### config.mk
export PLATFORM = sky130hd
export DESIGN_NAME = timing_ctrl_gen
export DESIGN_NICKNAME = d
export VERILOG_FILES = /design/src/rtl/timing_ctrl_gen_pkg.sv /design/src/rtl/dec_onehot.sv /design/src/rtl/timing_ctrl_gen.sv
export SDC_FILE = /design/constraint.sdc
export NUM_CORES = 1
export LEC_CHECK = 0
export ABC_AREA = 1
export CAP_MARGIN = 25
export CELL_PAD_IN_SITES_DETAIL_PLACEMENT = 0
export CELL_PAD_IN_SITES_GLOBAL_PLACEMENT = 1
export CORE_UTILIZATION = 36
export CTS_CLUSTER_SIZE = 14
export DETAILED_ROUTE_END_ITERATION = 16
export DONT_BUFFER_PORTS = 1
export GPL_ROUTABILITY_DRIVEN = 0
export PLACE_DENSITY = 0.74
export SETUP_SLACK_MARGIN = 0.1
export SLEW_MARGIN = 20
export SYNTH_ARGS = -nofsm -noshare
export SYNTH_HDL_FRONTEND = slang
export SYNTH_SLANG_ARGS = --single-unit
### constraint.sdc
create_clock -name clk -period 1.1 [get_ports clk]
set_input_delay 0.11 -clock clk [delete_from_list [all_inputs] [get_ports clk]]
set_output_delay 0.11 -clock clk [all_outputs]
set_load 0.01 [all_outputs]
### src/rtl/timing_ctrl_gen_pkg.sv
// Shared constants and sizing helper for the timing/control generator.
package timing_ctrl_gen_pkg;

    localparam int SC_W_DEF = 4;
    localparam int OP_W_DEF = 3;

    // Width of a one-hot bus that decodes a w-bit value.
    function automatic int pow2(input int w);
        return 1 << w;
    endfunction

endpackage

### src/rtl/dec_onehot.sv
// Combinational W-to-2**W one-hot decoder.
module dec_onehot
    import timing_ctrl_gen_pkg::*;
#(
    parameter int W = 4
) (
    input  logic [W-1:0]       sel,
    output logic [pow2(W)-1:0] onehot
);

    always_comb begin
        // NOTE: every always_comb output gets a default first so no path leaves it unassigned (no latch).
        onehot      = '0;
        onehot[sel] = 1'b1;
    end

endmodule

### src/rtl/timing_ctrl_gen.sv
// Sequence counter with one-hot timing outputs, wrap pulse and latched opcode/indirect decode.
module timing_ctrl_gen
    import timing_ctrl_gen_pkg::*;
#(
    parameter int SC_W = SC_W_DEF,
    parameter int OP_W = OP_W_DEF,
    parameter int TERM = (1 << SC_W) - 1
) (
    input  logic                  clk,
    input  logic                  rst_n,
    input  logic                  sc_inc,
    input  logic                  sc_clr,
    input  logic                  ir_load,
    input  logic [OP_W-1:0]       ir_op,
    input  logic                  ir_i,
    output logic [SC_W-1:0]       sc,
    output logic [pow2(SC_W)-1:0] t,
    output logic [pow2(OP_W)-1:0] d,
    output logic                  i_flag,
    output logic                  wrap
);

    if (TERM >= (1 << SC_W) || TERM == 0) begin : g_bad_term
        $error("timing_ctrl_gen: TERM must be in 1 .. 2**SC_W-1");
    end

    localparam logic [SC_W-1:0] TERM_SC = SC_W'(TERM);

    logic [SC_W-1:0]       sc_next;
    logic                  wrap_next;
    logic [OP_W-1:0]       op_q;
    logic                  i_q;
    logic                  ir_valid;
    logic [pow2(OP_W)-1:0] d_raw;

    // Clear beats increment; only a plain increment at TERM produces a wrap.
    always_comb begin
        sc_next   = sc;
        wrap_next = 1'b0;
        if (sc_clr) begin
            sc_next = '0;
        end else if (sc_inc) begin
            if (sc == TERM_SC) begin
                sc_next   = '0;
                wrap_next = 1'b1;
            end else begin
                sc_next = sc + SC_W'(1);
            end
        end
    end

    always_ff @(posedge clk) begin
        // NOTE: sequential state uses non-blocking assignments so every register samples pre-edge values.
        if (!rst_n) begin
            sc       <= '0;
            wrap     <= 1'b0;
            op_q     <= '0;
            i_q      <= 1'b0;
            ir_valid <= 1'b0;
        end else begin
            sc   <= sc_next;
            wrap <= wrap_next;
            if (ir_load) begin
                op_q     <= ir_op;
                i_q      <= ir_i;
                ir_valid <= 1'b1;
            end
        end
    end

    dec_onehot #(.W(SC_W)) u_dec_t (
        .sel    (sc),
        .onehot (t)
    );

    dec_onehot #(.W(OP_W)) u_dec_d (
        .sel    (op_q),
        .onehot (d_raw)
    );

    assign d      = ir_valid ? d_raw : '0;
    assign i_flag = ir_valid & i_q;

endmodule
==> results.txt <==
Yosys Warn Count -> 0
initial antenna violation count -> 0
FF+latch count, synth -> 10
Residual DRC -> 0
CP endpoint kind -> primary output
Top Usage Layer GRT -> met2
RSZ-0062 raised after global routing -> yes
Mapped Cells -> 93
status -> finished with violations
layout cells sized above 1 -> 77.9%
DP HPWL -> 1070 um
Setup CP Type -> register to primary output
synth cell count leaders -> 31 x nor2_1, 16 x nand2_1, 14 x inv_1
Final min period -> 1.18 ns
Total Power -> 978 uW
Initial Util -> 39.0%
Synth Flop Type -> dfxtp_1
mean post-synth cell area -> 6.31 sq um
grt met2 use -> 40.0%
failing checks -> hold timing, setup timing
Tcrit/Tclk final -> 107%
vias in the first global route -> 603
Clock Tree Buf Depth -> 2
I/O Buffers -> 0
Final Skew -> 0.000828 ns
DR iter-0 viols -> 9
maximum VDD drop -> 0.000965 V
Required @ worst endpoint -> 0.99 ns
Routed WL per cell -> 15.9 um
Die X -> 42.4 um
Worst-path clk slew -> 0.07 ns
Post-Syn Area -> 587 sq um
Yosys top cell area share -> 34.1%
f_max -> 0.851 GHz
Cell variety after synth -> 13
via/cell ratio -> 5.27
hold slack -> -0.0109 ns
final setup fails -> 22
Max Cap Violations -> 0
CP delay by family, top -> flip-flops
GRT Util Overall -> 21.3%
largest net degree at the start of global routing -> 8
sequential fraction of the synthesis area -> 34.1%
Final Hold Fails -> 1
area leader, netlist -> dfxtp_1
CTS tree -> done
Slowest cell on crit path -> dfxtp_4
critical-path maximum fanout -> 4
cts bufs inserted -> 3
Chip Height -> 42.4 um
crit-path cells -> buf_6, ha_4, inv_6, nor2_4
critical path arrival -> 1.07 ns
ranking of synthesized cells by area -> dfxtp_1 34%, nor2_1 20%, nand2_1 10%, inv_1 9.0%, ha_1 8.5%
core area -> 1510 sq um
CTS sink cnt -> 10
most common cell in the netlist -> nor2_1
placed insts -> 111
FP Rows -> 14
routed via count -> 680
hold crit path type -> input port to register
htree depth -> 1
LEAKAGE -> 0.435 nW
Remaining Overflow, GRT -> 0
setup ws final -> -0.0755 ns
ys async rst share -> 0%
fin cells -> 129
root buffer cell -> clkbuf_4
post-route ant nets -> 0
die footprint -> 1800 sq um
met1 GRT Util -> 23.7%
Worst setup SP type -> register
total wire length -> 2050 um
Post-Synthesis Net Count -> 106
Diodes inserted -> 0
worst slew pin tran -> 0.218 ns
nets -> 127
first-pass detailed-route iteration total -> 4
Worst slew margin -> 85.5%
CP max stage delay -> 0.37 ns
Pwr Density -> 781 nW/um^2
first-pass GRT wire length -> 2840 um
GRT met3 Usage -> 3.45%
Post-synth EDFFs -> 0
Slew Limit Fails -> 0
area grow syn2layout -> 113%
critical path buffer and inverter count -> 2
clk_lat worst skew -> 0.26 ns
Ports -> 39
==> what timing repair did <==
action | CTS | global route
hold buffers | 3 | 0
pin swaps | 28 | 10
setup buffers | 8 | 3
endpoints found under the setup margin | 27 | 31
endpoints found under the hold margin | 8 | 0
resized for setup | 112 | 26
==> state kept, by name, indices dropped and copies added (netlist names) <==
register	cells
i_q	1
wrap	1
ir_valid	1
op_q	3
sc	4
==> placed cells by master (no fill, tap or decap), types with 5 or more instances in the layout <==
cell type,instances
nor2_4,26
nor2_1,6
buf_4,7
inv_6,5
buf_6,6
nand2_8,5
==> kinds of logic (layout without fill, tap and decap cells) <==
group           count (synthesis)  count (layout)  share of synthesized area, %
simple gates                   51              51                          36.7
compound gates                 13              13                          11.1
fa+ha+maj                       4               4                          8.53
buf+inv                        15              35                          9.59
flops                          10              10                          34.1
==> report_power, final <==
part	leakage (nW)	total, mW	switching (mW)	internal, mW
Clock	0.0210	0.339	0.138	0.201
Combinational	0.327	0.240	0.141	0.0990
Sequential	0.0863	0.399	0.0261	0.373
Total	0.435	0.978	0.305	0.673
==> worst paths after layout <==
kind                                    startpoint                  to  slack, ns  cells after the start
worst max register to register  sc[0]$_SDFFE_PP0P_  sc[3]$_SDFFE_PP0P_          0                      7
worst min register to register    i_q$_SDFFE_PN0P_    i_q$_SDFFE_PN0P_       0.55                      2
worst max-delay path            sc[0]$_SDFFE_PP0P_                t[9]      -0.08                      4
worst min-delay path                          ir_i    i_q$_SDFFE_PN0P_      -0.01                      2
==> cell type report <==
class / instances / area [sq um]
inverters: 15 / 101
fillers: 82 / 254
repair buffers: 16 / 153
clock buffers: 4 / 36.3
multi-input cells: 68 / 722
flip-flops and latches: 10 / 220
well taps: 16 / 20.0
==> stage by stage <==
| step | utilization (%) | setup TNS, ns | setup slack, ns | cell area (sq um) |
|---|---|---|---|---|
| 2_1_floorplan | - | 0 | 0.115 | 589 |
| 3_3_place_gp | 41.4 | 0 | 0.0775 | 624 |
| 3_5_place_dp | 41.4 | 0 | 0.0937 | 624 |
| 4_1_cts | 74.8 | -0.626 | -0.0591 | 1130 |
| 5_1_grt | 83.1 | -1.80 | -0.105 | 1250 |
| 6_report | 83.1 | -1.06 | -0.0755 | 1250 |
==> layer usage <==
layer	part of all wire [%]	wire length, um
met3	5.3	108
met2	54	1100
met5	0	0
met4	2.2	45
met1	39	795
Note: power is estimated with default switching activity, not from simulation.
